`src/rtl/rtc_bus_arbiter_pkg.sv`:
```
// Shared definitions for the RTC bus arbiter: FSM state encoding, default
// phase timing and the inactive level of the active-low bus strobes.
package rtc_bus_arbiter_pkg;

    typedef enum logic [2:0] {
        IDLE  = 3'd0,
        A_ACT = 3'd1,
        A_REC = 3'd2,
        D_ACT = 3'd3,
        D_REC = 3'd4,
        DONE  = 3'd5
    } state_t;

    localparam int T_PH_DEF  = 10;
    localparam int T_GAP_DEF = 5;

    localparam logic STROBE_OFF = 1'b1;

    // Index width for a requester count; never below one bit.
    function automatic int idx_width(input int n);
        return (n > 1) ? $clog2(n) : 1;
    endfunction

endpackage

```
`src/rtl/rtc_bus_arbiter_if.sv`:
```
// Requester handshake plus RTC multiplexed bus signals. The arbiter sits on
// the slave modport; requesters and the RTC pad model sit on the master side.
interface rtc_bus_arbiter_if #(
    parameter int N_REQ = 4
);
    logic [N_REQ-1:0]   req;
    logic [N_REQ-1:0]   we;
    logic [8*N_REQ-1:0] addr;
    logic [8*N_REQ-1:0] wdata;
    logic [N_REQ-1:0]   gnt;
    logic [N_REQ-1:0]   done;
    logic [7:0]         rdata;
    logic [7:0]         ADin;
    logic [7:0]         ADout;
    logic               oe;
    logic               ad;
    logic               cs;
    logic               rd;
    logic               wr;
    logic               busy;

    modport slave (
        input  req, we, addr, wdata, ADin,
        output gnt, done, rdata, ADout, oe, ad, cs, rd, wr, busy
    );

    modport master (
        output req, we, addr, wdata, ADin,
        input  gnt, done, rdata, ADout, oe, ad, cs, rd, wr, busy
    );
endinterface

```
`src/rtl/rtc_bus_arbiter_rr_arbiter.sv`:
```
// Round-robin requester selection. The winner is the first set request
// found searching upward from the priority pointer with wrap-around; the
// pointer moves just past the winner whenever a grant is taken.
module rr_arbiter
    import rtc_bus_arbiter_pkg::*;
#(
    parameter int N_REQ = 4,
    parameter int IDX_W = 2
) (
    input  logic             clk,
    input  logic             rst,
    input  logic [N_REQ-1:0] req,
    input  logic             advance,
    output logic [N_REQ-1:0] winner_oh,
    output logic [IDX_W-1:0] winner_idx,
    output logic             valid
);

    logic [IDX_W-1:0] ptr;
    logic [IDX_W-1:0] cand;

    // Scan from ptr upward, keeping only the first requester found.
    always_comb begin
        winner_oh  = '0;
        winner_idx = '0;
        valid      = 1'b0;
        cand       = '0;
        for (int k = 0; k < N_REQ; k++) begin
            cand = IDX_W'((int'(ptr) + k) % N_REQ);
            if (!valid && req[cand]) begin
                valid            = 1'b1;
                winner_idx       = cand;
                winner_oh[cand]  = 1'b1;
            end
        end
    end

    // Priority pointer: cleared by reset, moved past the winner on a grant.
    always_ff @(posedge clk) begin
        if (!rst) begin
            ptr <= '0;
        end else if (advance) begin
            ptr <= (winner_idx == IDX_W'(N_REQ - 1)) ? '0 : winner_idx + 1'b1;
        end
    end

endmodule

```
`src/rtl/rtc_bus_arbiter.sv`:
```
// Shares the RTC multiplexed address/data bus between N_REQ requesters.
// One granted request becomes one complete bus transaction: address strobe
// phase, recovery, data write/read strobe phase, recovery, completion pulse.
//
// state | meaning
// ------+---------------------------------------------------------------
// IDLE  | bus released, arbitrating among pending requests
// A_ACT | address phase, ad/cs/wr low, latched address driven
// A_REC | recovery after the address phase, all strobes released
// D_ACT | data phase, wr low with wdata driven, or rd low with bus released
// D_REC | recovery after the data phase
// DONE  | done pulse to the granted requester, then back to IDLE
//
// Every output is a register. Strobe/bus outputs are registered from the
// current state, so bus activity appears one cycle after the state (and gnt)
// and each phase shows for exactly its programmed length. gnt and done are
// registered from the state transitions so done lands 2*T_PH + 2*T_GAP
// cycles after gnt.
module rtc_bus_arbiter
    import rtc_bus_arbiter_pkg::*;
#(
    parameter int N_REQ = 4,
    parameter int T_PH  = T_PH_DEF,
    parameter int T_GAP = T_GAP_DEF,
    parameter int CNT_W = 8
) (
    input  logic                clk,
    input  logic                rst,
    rtc_bus_arbiter_if.slave    bus
);

    localparam int IDX_W = idx_width(N_REQ);
    localparam logic [CNT_W-1:0] PH_LOAD  = CNT_W'(T_PH - 1);
    localparam logic [CNT_W-1:0] GAP_LOAD = CNT_W'(T_GAP - 1);

    state_t           state;
    state_t           state_n;
    logic [CNT_W-1:0] cnt;
    logic [CNT_W-1:0] cnt_n;

    logic [IDX_W-1:0] l_idx;
    logic             l_we;
    logic [7:0]       l_addr;
    logic [7:0]       l_wdata;
    logic             latch;

    logic [N_REQ-1:0] win_oh;
    logic [IDX_W-1:0] win_idx;
    logic             win_valid;

    logic [N_REQ-1:0] gnt_n;
    logic [N_REQ-1:0] done_n;
    logic             ad_n;
    logic             cs_n;
    logic             rd_n;
    logic             wr_n;
    logic             oe_n;
    logic [7:0]       adout_n;

    // High during the cycle in which rd shows its last low cycle; rdata
    // samples ADin at the end of that cycle.
    logic             last_rd;
    logic             last_rd_n;

    rr_arbiter #(
        .N_REQ (N_REQ),
        .IDX_W (IDX_W)
    ) u_rr_arbiter (
        .clk        (clk),
        .rst        (rst),
        .req        (bus.req),
        .advance    (latch),
        .winner_oh  (win_oh),
        .winner_idx (win_idx),
        .valid      (win_valid)
    );

    // Next state, phase timer reload and next values of all registered outputs.
    always_comb begin
        state_n   = state;
        cnt_n     = (state == IDLE) ? cnt : cnt - 1'b1;
        latch     = 1'b0;
        gnt_n     = '0;
        done_n    = '0;
        ad_n      = STROBE_OFF;
        cs_n      = STROBE_OFF;
        rd_n      = STROBE_OFF;
        wr_n      = STROBE_OFF;
        oe_n      = 1'b0;
        adout_n   = bus.ADout;
        last_rd_n = 1'b0;

        case (state)
            IDLE: begin
                if (win_valid) begin
                    latch   = 1'b1;
                    gnt_n   = win_oh;
                    cnt_n   = PH_LOAD;
                    state_n = A_ACT;
                end
            end
            A_ACT: begin
                ad_n    = 1'b0;
                cs_n    = 1'b0;
                wr_n    = 1'b0;
                oe_n    = 1'b1;
                adout_n = l_addr;
                if (cnt == '0) begin
                    cnt_n   = GAP_LOAD;
                    state_n = A_REC;
                end
            end
            A_REC: begin
                if (cnt == '0) begin
                    cnt_n   = PH_LOAD;
                    state_n = D_ACT;
                end
            end
            D_ACT: begin
                cs_n = 1'b0;
                if (l_we) begin
                    wr_n    = 1'b0;
                    oe_n    = 1'b1;
                    adout_n = l_wdata;
                end else begin
                    rd_n      = 1'b0;
                    last_rd_n = (cnt == '0);
                end
                if (cnt == '0) begin
                    cnt_n   = GAP_LOAD;
                    state_n = D_REC;
                end
            end
            D_REC: begin
                if (cnt == '0) begin
                    cnt_n         = '0;
                    done_n[l_idx] = 1'b1;
                    state_n       = DONE;
                end
            end
            DONE: begin
                cnt_n   = '0;
                state_n = IDLE;
            end
            default: begin
                cnt_n   = '0;
                state_n = IDLE;
            end
        endcase
    end

    // State, timer, latched request fields and registered outputs.
    always_ff @(posedge clk) begin
        if (!rst) begin
            state     <= IDLE;
            cnt       <= '0;
            l_idx     <= '0;
            l_we      <= 1'b0;
            l_addr    <= '0;
            l_wdata   <= '0;
            last_rd   <= 1'b0;
            bus.gnt   <= '0;
            bus.done  <= '0;
            bus.rdata <= '0;
            bus.ADout <= '0;
            bus.oe    <= 1'b0;
            bus.ad    <= STROBE_OFF;
            bus.cs    <= STROBE_OFF;
            bus.rd    <= STROBE_OFF;
            bus.wr    <= STROBE_OFF;
            bus.busy  <= 1'b0;
        end else begin
            state   <= state_n;
            cnt     <= cnt_n;
            last_rd <= last_rd_n;
            if (latch) begin
                l_idx   <= win_idx;
                l_we    <= bus.we[win_idx];
                l_addr  <= bus.addr[{win_idx, 3'b000} +: 8];
                l_wdata <= bus.wdata[{win_idx, 3'b000} +: 8];
            end
            if (last_rd) begin
                bus.rdata <= bus.ADin;
            end
            bus.gnt   <= gnt_n;
            bus.done  <= done_n;
            bus.ADout <= adout_n;
            bus.oe    <= oe_n;
            bus.ad    <= ad_n;
            bus.cs    <= cs_n;
            bus.rd    <= rd_n;
            bus.wr    <= wr_n;
            bus.busy  <= (state_n != IDLE);
        end
    end

endmodule

```
`src/flat_wrapper.sv`:
```
// flat-port wrapper written by rule: the top's interface ports become plain ports
module rtc_bus_arbiter_flat import rtc_bus_arbiter_pkg::*;
#(
    parameter int N_REQ = 4,
    parameter int T_PH  = T_PH_DEF,
    parameter int T_GAP = T_GAP_DEF,
    parameter int CNT_W = 8
)
  (clk, rst, bus_req, bus_we, bus_addr, bus_wdata, bus_ADin, bus_gnt, bus_done, bus_rdata, bus_ADout, bus_oe, bus_ad, bus_cs, bus_rd, bus_wr, bus_busy);
  rtc_bus_arbiter_if #(.N_REQ(N_REQ)) bus_i ();
  input  logic clk;
  input  logic rst;
  input wire logic [$bits(bus_i.req)-1:0] bus_req;
  input wire logic [$bits(bus_i.we)-1:0] bus_we;
  input wire logic [$bits(bus_i.addr)-1:0] bus_addr;
  input wire logic [$bits(bus_i.wdata)-1:0] bus_wdata;
  input wire logic [$bits(bus_i.ADin)-1:0] bus_ADin;
  output wire logic [$bits(bus_i.gnt)-1:0] bus_gnt;
  output wire logic [$bits(bus_i.done)-1:0] bus_done;
  output wire logic [$bits(bus_i.rdata)-1:0] bus_rdata;
  output wire logic [$bits(bus_i.ADout)-1:0] bus_ADout;
  output wire logic [$bits(bus_i.oe)-1:0] bus_oe;
  output wire logic [$bits(bus_i.ad)-1:0] bus_ad;
  output wire logic [$bits(bus_i.cs)-1:0] bus_cs;
  output wire logic [$bits(bus_i.rd)-1:0] bus_rd;
  output wire logic [$bits(bus_i.wr)-1:0] bus_wr;
  output wire logic [$bits(bus_i.busy)-1:0] bus_busy;
  assign bus_i.req = bus_req;
  assign bus_i.we = bus_we;
  assign bus_i.addr = bus_addr;
  assign bus_i.wdata = bus_wdata;
  assign bus_i.ADin = bus_ADin;
  assign bus_gnt = bus_i.gnt;
  assign bus_done = bus_i.done;
  assign bus_rdata = bus_i.rdata;
  assign bus_ADout = bus_i.ADout;
  assign bus_oe = bus_i.oe;
  assign bus_ad = bus_i.ad;
  assign bus_cs = bus_i.cs;
  assign bus_rd = bus_i.rd;
  assign bus_wr = bus_i.wr;
  assign bus_busy = bus_i.busy;
  rtc_bus_arbiter #(.N_REQ(N_REQ), .T_PH(T_PH), .T_GAP(T_GAP), .CNT_W(CNT_W)) u_core (.clk(clk), .rst(rst), .bus(bus_i));
endmodule
```
`config.mk`:
```
export PLATFORM = sky130hd
export DESIGN_NAME = rtc_bus_arbiter_flat
export DESIGN_NICKNAME = d
export VERILOG_FILES = /design/src/rtl/rtc_bus_arbiter_pkg.sv /design/src/rtl/rtc_bus_arbiter_if.sv /design/src/rtl/rtc_bus_arbiter_rr_arbiter.sv /design/src/rtl/rtc_bus_arbiter.sv /design/src/flat_wrapper.sv
export SDC_FILE = /design/constraint.sdc
export NUM_CORES = 1
export LEC_CHECK = 0
export CAP_MARGIN = 20
export CORE_MARGIN = 5
export CORE_UTILIZATION = 45
export CTS_CLUSTER_DIAMETER = 60
export DETAILED_ROUTE_END_ITERATION = 7
export GPL_ROUTABILITY_DRIVEN = 0
export PLACE_DENSITY = 0.78
export SLEW_MARGIN = 20
export SYNTH_ARGS = -nofsm -noshare
export SYNTH_HDL_FRONTEND = slang
export SYNTH_HIERARCHICAL = 1
export SYNTH_SLANG_ARGS = --single-unit
```
`constraint.sdc`:
```
create_clock -name clk -period 3.3 [get_ports clk]
set_input_delay 0.66 -clock clk [delete_from_list [all_inputs] [get_ports clk]]
set_output_delay 0.66 -clock clk [all_outputs]
set_load 0.005 [all_outputs]
```
== Word level (Yosys, flattened, before mapping) ==
Cells that the tools add are included.

* Register bits after elaboration: 63
* Bits of input ports: 82
* Output and inout bits: 30
* Word-level logic and storage cells: 123

* Add/sub/neg operators: 5
* Magnitude comparators: 11
* Eq/ne operators: 6
* Shift-type cells: 2
* Multiplexer cells: 55
* Bitwise gates (word level): 5
* Reduce and logical (&&, ||, !) cells: 21

{| class="wikitable"
|+ Operator list
! operator !! count
|-
| $shiftx 32x6->8 || 2
|-
| $mux 8 || 6
|-
| $pmux 8 s4 || 1
|-
| $mux 1 || 20
|-
| $lt 2x3->1 const B || 6
|-
| $mux 4 || 4
|-
| $pmux 8 s2 || 1
|-
| $mux 3 || 5
|-
| $pmux 3 s5 || 1
|-
| $or 4x4->4 || 3
|-
| $bmux 1 s2 || 5
|-
| $demux 1 s2 || 5
|-
| $ge 2x1->1 const B || 5
|-
| $mux 2 || 5
|-
| $logic_and 1x1->1 || 8
|-
| $logic_not 8->1 || 1
|-
| $sub 8x1->8 const B || 1
|-
| $eq 3x2->1 const B || 2
|-
| $reduce_and 3->1 || 2
|-
| $add 2x1->2 const B || 2
|-
| $add 2x2->2 const B || 2
|-
| $pmux 1 s2 || 2
|-
| $reduce_and 2->1 || 2
|-
| $eq 3x1->1 const B || 1
|-
| other kinds (10) || 13
|}

== Depth between registers and ports, before layout ==
Gate-level depths: netlist of the first run.

* Depth after elaboration: 15
* Gate-level depth with buffers: 12
* Depth with buffers taken out: 9

== By module ==
Netlist of the first run, hierarchy kept.

{| class="wikitable"
|+ By module, submodules not included
! module !! instances !! cells an instance !! area each (µm²) !! seq. area each (µm²)
|-
| rtc_bus_arbiter || 1 || 291 || 2757.6 || 1221.2
|-
| rr_arbiter || 1 || 56 || 516.7 || 40.0
|}

== Least setup slack after synthesis of the first run ==
OpenSTA, ideal clock, no wires.

* Path type: register -> register
* Start point: reg (tool-made name)
* End point: reg u_core.l_addr[1]
* Library setup time: 0.132 ns
* Data arrival time: 2.931 ns
* Required time: 3.168 ns
* Setup slack: 0.236 ns
* Stages on the path, launching flop included: 13
* Path buffers: 3
* Clock period less this slack: 3.064 ns
* Cell sequence: dfxtp_1 > buf_4 > inv_1 > ha_1 > mux4_2 > nor2b_2 > o21ai_2 > nand2_1 > buf_2 > buf_4 > mux4_2 > nand2_1 > a21oi_1

{| class="wikitable"
|+ RTL lines
! item !! line !! text
|-
| end signal: assignment || rtc_bus_arbiter.sv:179 || <nowiki>l_addr <= bus.addr[{win_idx, 3'b000} +: 8];</nowiki>
|-
| end: declaration || rtc_bus_arbiter.sv:43 || <nowiki>logic [7:0] l_addr;</nowiki>
|}

== Final worst setup path of the first run ==
* Start point: in bus_req[2]
* End point: reg u_core.l_wdata[2]

* Elaborated cells between the ends (all ways): 25
* Those cells by class: shift (1); mux (18); reduce/logical (6)

{| class="wikitable"
|+ RTL lines
! item !! line !! text
|-
| start: declaration || flat_wrapper.sv:13 || <nowiki>input wire logic [$bits(bus_i.req)-1:0] bus_req;</nowiki>
|-
| $bmux 1 s2 || rtc_bus_arbiter_rr_arbiter.sv:30 || <nowiki>if (!valid && req[cand]) begin</nowiki>
|-
| $mux 1 (not written as such) || rtc_bus_arbiter_rr_arbiter.sv:30 ||
|-
| $mux 1 || rtc_bus_arbiter_rr_arbiter.sv:30 ||
|-
| $logic_not 1->1 || rtc_bus_arbiter_rr_arbiter.sv:30 ||
|-
| $logic_and 1x1->1 || rtc_bus_arbiter_rr_arbiter.sv:30 ||
|-
| $mux 1 || rtc_bus_arbiter_rr_arbiter.sv:30 ||
|-
| $logic_not 1->1 || rtc_bus_arbiter_rr_arbiter.sv:30 ||
|-
| $logic_and 1x1->1 || rtc_bus_arbiter_rr_arbiter.sv:30 ||
|-
| $mux 1 || rtc_bus_arbiter_rr_arbiter.sv:30 ||
|-
| $logic_not 1->1 || rtc_bus_arbiter_rr_arbiter.sv:30 ||
|-
| $logic_and 1x1->1 || rtc_bus_arbiter_rr_arbiter.sv:30 ||
|-
| $mux 2 * || rtc_bus_arbiter_rr_arbiter.sv:30 ||
|-
| net u_core.win_idx[1] || rtc_bus_arbiter.sv:48 || <nowiki>logic [IDX_W-1:0] win_idx;</nowiki>
|-
| $shiftx 32x6->8 * || rtc_bus_arbiter.sv:180 || <nowiki>l_wdata <= bus.wdata[{win_idx, 3'b000} +: 8];</nowiki>
|-
| end signal: assignment || rtc_bus_arbiter.sv:180 ||
|-
| end: declaration || rtc_bus_arbiter.sv:44 || <nowiki>logic [7:0] l_wdata;</nowiki>
|}

The timed path passes the listed nets; every way through them passes the cells marked *. The select of a mux whose other input is x is not followed.
A chain may end at the register's enable or synchronous reset.

==> results of run 1 <==
-- layout by cell type (no fill, tap or decap), drive strengths merged, types with 2 or more instances in the layout --
cell             n
inv             10
a211o            2
nand3           12
nor3            15
a221oi           3
a221o            4
a311oi           7
mux4            21
a22oi            7
o21ai            6
nor2            32
mux2i           11
nor3b            3
nand2           53
nand2b           3
clkdlybuf4s50  111
a21oi           25
or3              4
and2             5
buf             10
clkinv           4
dfxtp           63
clkbuf          10
ha               7
xnor2            3
nor4             2
xor2             3
nor2b            3
and3             5
a211oi           3
-- flip-flops by register name, indices dropped and copies added, names as in the netlist, 2 cells and up, named ones only --
name              cells
u_core/state          3
u_core/bus.ADout      8
u_core/bus.rdata      8
u_core/l_wdata        8
u_core/bus.done       4
u_core/cnt            8
u_core/bus.gnt        4
u_core/l_addr         8
u_core/l_idx          2
-- metrics by stage --
step | total power [mW] | utilization [%] | std cells
final | 3.98 | 64.9 | 560
after global routing | 4.32 | 64.9 | 560
after CTS | 4.01 | 64.9 | 560
after detailed placement | 3.37 | 62.3 | 544
after global placement | 3.32 | 62.3 | 544
after floorplan | 2.76 | - | 347
-- power groups by stage --
stage	combinational, mW	clock (mW)	sequential [mW]
2_1_floorplan	1.64	0	1.13
3_3_place_gp	2.15	0	1.17
3_5_place_dp	2.19	0	1.18
4_1_cts	2.20	0.657	1.16
5_1_grt	2.44	0.693	1.19
6_report	2.18	0.637	1.16
-- cell type report --
type | count | area share [%]
sequential | 63 | 27.1
inverter | 10 | 0.806
tap | 99 | 2.66
clock inverter | 6 | 1.32
clock buffer | 10 | 2.74
multi-input combinational | 251 | 39.7
timing repair buffer | 121 | 25.7
-- layer usage --
layer	part of all wire [%]	vias to the layer above
li1	-	1473
met4	2.0	0
met3	7.9	12
met5	0	-
met1	41	1371
met2	49	105
-- path summary, 6_finish.rpt --
check / start / cells after the start / end
worst max-delay path: bus_req[2] / 7 / u_core/l_wdata[2]
worst max register to register: u_core/u_rr_arbiter/ptr[1] / 8 / u_core/l_wdata[2]
worst min register to register: u_core/l_wdata[5] / 2 / u_core/l_wdata[5]
worst min-delay path: u_core/l_wdata[5] / 2 / u_core/l_wdata[5]
-- logic make-up (layout without fill, tap and decap cells) --
logic type	count (synthesis)	in the layout	synth area share, %
and+or+nand+nor	141	141	20.9
muxes	33	33	18.2
buffers and inverters	33	147	5.01
adders and majority gates	7	7	2.67
AOI/OAI and AO/OA	64	64	13.2
DFF	63	63	38.5
xor gates and xnor gates	6	6	1.61
-- worst reg2reg max path, stage by stage (launching register included) --
cell and delay [ns]:
dfxtp_1 0.33, inv_1 0.10, ha_1 0.39, mux4_2 0.44, nor3_1 0.32, a211o_2 0.46
mux4_2 0.41, nand2_1 0.10, a21oi_1 0.06
==> out/qor.txt, run 1 <==
Cell area power density -> 854 mW/mm^2
Fmax -> 339 MHz
Fillers -> 588
Startpoint types -> input port
Total grt overflow -> 0
Avg WL per Cell -> 14.1 um
Layout cells sized above 1 -> 12.1%
Final WS setup -> 0.347 ns
Global routing's busiest layer -> met2
Final worst path period need -> 2.95 ns
Max stage delay cell, worst path -> mux4_2
CP top delay family -> multiplexers
Worst hold path type -> reg2reg
Initial core utilization -> 45.6%
HPWL Detailed -> 6130 um
Pint -> 2.44 mW
Met2 usage -> 30.8%
Max incr delay on CP -> 0.64 ns
Peak supply drop -> 0.358 mV
Total wire length -> 7920 um
Crit-path cells -> clkdlybuf4s50_1, mux4_2, nor3_1, a211o_2, mux4_2, nand2_1, a21oi_1
CP Capture Type -> register
Sequential fraction of the synthesis area -> 38.5%
Vias post-DR -> 2961
Netlist cell types -> 52
Max Slew Vio Count -> 0
Critical Path Most Common Cell -> mux4_2
Yosys top cell area share -> 38.5%
Die Wd -> 95.3 um
Setup Crit Path Kind -> in2reg
Min Hold Slack -> 0.455 ns
Post-synth ARST share -> 0%
GR Util met1 -> 22.2%
Switching power total -> 1.54 mW
Net Sw Frac -> 38.7%
Pre-CTS setup slack -> -0.00468 ns
Most frequently used flop master after synthesis -> dfxtp_1
Static Leak -> 1.73 nW
Top post-synthesis cells by area -> dfxtp_1 (39%), mux4_2 (14%), nand2_1 (6.0%)
Final #Nets -> 545
Port Buffers -> 111
Largest net degree at the start of global routing -> 29
Final hold vios -> 0
Post-CTS Resized -> 0
Max Clock Skew -> 0.00664 ns
Placed cell areas -> 0.00447 sq mm
Status -> complete, no violations
First-pass GRT wire length -> 13100 um
N_diodes -> 0
Routed Antenna Nets -> 0
Clk_lat worst skew -> 0.34 ns
Design Area, Final -> 0.00466 sq mm
Area occupied by multi-input gates -> 0.00185 sq mm
Core area -> 0.00718 sq mm
Count of final setup violators -> 0
Avg Cell Area, Syn -> 9.44 sq um
Residual DRC -> 0
Root buffer cell -> clkbuf_8
Clock power frac -> 16.0%
Clock buffer count from CTS -> 9
Max_cap viols -> 0
Period utilization -> 89.5%
CTS tree -> built
Area Overhead vs Synth -> 42.3%
Most common cell in the netlist -> dfxtp_1
Number of flops mapped to enable cells by yosys -> 0
Vias in the first global route -> 2890
Synthesized flop and latch total -> 63
Comb power frac -> 54.9%
Row Count -> 31
R2R Setup Slk -> 0.59 ns
Clk sinks -> 63
Hold-fix buffers, CTS -> 0
Die Area -> 0.00908 sq mm
Syn nets -> 436
Initial antenna violation count -> 0
Syn Inst Count -> 347
Post-CTS Setup Inserts -> 0
RSZ-0062 raised after global routing -> false
DR pass1 iterations -> 4
Total Routing Usage GR -> 18.6%
Setup TNS -> 0 ns
Die Span Y -> 95.3 um
Seq. cell area -> 0.00126 sq mm
Crit path buffers/inverters -> 1
Top-level I/O count -> 112
DRT iter0 DRCs -> 112
Dominant cell type by area after synthesis -> dfxtp_1
H-tree levels -> 3
Synth top cells by count -> dfxtp_1 (63), nand2_1 (52), nor2_1 (32)
Vias per Instance -> 5.29
Crit path arrival time -> 3.17 ns
Met3 capacity usage during global routing -> 6.24%
Synth Cell Area -> 0.00327 sq mm
CP Data Required Time -> 3.52 ns
Power share of the sequential group -> 29.1%
Critical path peak fanout -> 20
Tightest Pin Transition -> 1.01 ns
Warnings from Yosys -> 6
Clock slew at reported path FFs -> 0.07 ns
Clock buffer depth -> 2
Max-slew headroom -> 32.7%
Note: power is estimated with default switching activity, not from simulation.
==> run 2: changes to the inputs <==
CORE_ASPECT_RATIO = 0.9   (was not set)
CORE_MARGIN = 4   (was 5)
PLACE_DENSITY = 0.79   (was 0.78)
==> out/qor.txt, run 2 (same netlist as run 1, synthesis figures left out) <==
Crit path buffers/inverters -> 2
Total Routing Usage GR -> 17.9%
Die Span Y -> 88.9 um
Max Clock Skew -> 0.0107 ns
Layout cells sized above 1 -> 12.0%
Crit-path cells -> clkdlybuf4s50_1, mux4_2, buf_4, nor4_2, a211o_2, mux4_2, nand2_1, a21oi_1
Clock buffer count from CTS -> 9
Period utilization -> 89.8%
Most frequent cells in the layout -> clkdlybuf4s50_1 (111), dfxtp_1 (63), nand2_1 (52)
Wire length on met1 -> 3220 um
Final #Nets -> 544
Largest net degree at the start of global routing -> 29
Metal2 WL -> 3730 um
CP top delay family -> multiplexers
Die Wd -> 97.9 um
Critical path peak fanout -> 20
Final worst path period need -> 2.96 ns
Hold-fix buffers, CTS -> 0
DR pass1 iterations -> 4
Most common cell after layout, fill and taps aside -> clkdlybuf4s50_1
Post-CTS Setup Inserts -> 0
Root buffer cell -> clkbuf_8
Static Leak -> 1.74 nW
Avg WL per Cell -> 14.0 um
Worst hold path type -> reg2reg
Top routing layer in use -> met4
Min Hold Slack -> 0.456 ns
Residual DRC -> 0
Initial antenna violation count -> 0
Fmax -> 337 MHz
Util after Layout -> 66.1%
Total wire length -> 7750 um
Final hold vios -> 0
CP Capture Type -> register
Clock power frac -> 18.0%
Pre-CTS setup slack -> 0.0255 ns
Vias post-DR -> 3000
CTS tree -> built
Clk sinks -> 63
HPWL Detailed -> 6080 um
Final WS setup -> 0.336 ns
Clock slew at reported path FFs -> 0.06 ns
First-pass GRT wire length -> 12700 um
Crit path arrival time -> 3.17 ns
Routed Antenna Nets -> 0
Setup Crit Path Kind -> in2reg
DRT iter0 DRCs -> 175
N_diodes -> 0
Status -> complete, no violations
Vias in the first global route -> 2863
Port Buffers -> 111
Met3 WL -> 718 um
Max-slew headroom -> 39.0%
Max_cap viols -> 0
Area Overhead vs Synth -> 42.9%
Core area -> 0.00708 sq mm
H-tree levels -> 3
RSZ-0062 raised after global routing -> false
Setup TNS -> 0 ns
Design Power -> 4.06 mW
Power share of the sequential group -> 28.2%
CP Data Required Time -> 3.51 ns
Cell area power density -> 869 mW/mm^2
Clk_lat worst skew -> 0.33 ns
Switching power total -> 1.53 mW
Max stage delay cell, worst path -> mux4_2
Peak supply drop -> 0.473 mV
Tightest Pin Transition -> 0.912 ns
Net Sw Frac -> 37.7%
Max incr delay on CP -> 0.56 ns
Clock buffer depth -> 2
Comb power frac -> 53.8%
Startpoint types -> input port
Pint -> 2.53 mW
Max Slew Vio Count -> 0
Initial core utilization -> 46.3%
Total grt overflow -> 0
Row Count -> 29
Die Area -> 0.00871 sq mm
Critical Path Most Common Cell -> mux4_2
Count of final setup violators -> 0
Vias per Instance -> 5.42
Top-level I/O count -> 112
Post-CTS Resized -> 0
==> run 2: area by class of cell <==
type,count,area [sq um]
tap,93,116
clock buffer,11,141
sequential,63,1260
clock inverter,5,81.3
timing repair buffer,120,1190
fill,569,2400
multi-input combinational,251,1850
inverter,10,37.5
==> run 2: stage by stage <==
stage / area [sq um] / cells
3_5_place_dp: 4460 / 537
2_1_floorplan: 3270 / 347
3_3_place_gp: 4460 / 537
4_1_cts: 4680 / 553
6_report: 4680 / 553
5_1_grt: 4680 / 553
==> run 2: worst min-delay path: cells and delay by family, from the launching register on <==
kind / cells / cell delay, ns
compound gates: 1 / 0.05
flops: 1 / 0.31
simple gates: 1 / 0.05
==> run 2: worst paths after layout <==
path	cells past startpoint	end	start	slack (ns)
setup / recovery	8	u_core/l_we	bus_req[2]	0.34
hold reg to reg	2	u_core/l_wdata[6]	u_core/l_wdata[6]	0.46
hold / removal	2	u_core/l_wdata[6]	u_core/l_wdata[6]	0.46
setup reg to reg	8	u_core/l_we	u_core/u_rr_arbiter/ptr[1]	0.59
==> run 2: layer usage <==
metal / track usage (%) / up-vias
li1: - / 1468
met1: 21.7 / 1387
met2: 30.8 / 139
met3: 5.23 / 6
met4: 6.29 / 0
met5: 0 / -
==> run 2: power by group through the flow <==
| stage | registers (mW) | logic (mW) | clock network [mW] |
|---|---|---|---|
| 6_report | 1.15 | 2.19 | 0.731 |
| 5_1_grt | 1.18 | 2.43 | 0.782 |
| 4_1_cts | 1.15 | 2.20 | 0.748 |
| 3_5_place_dp | 1.16 | 2.19 | 0 |
| 3_3_place_gp | 1.16 | 2.15 | 0 |
| 2_1_floorplan | 1.13 | 1.64 | 0 |
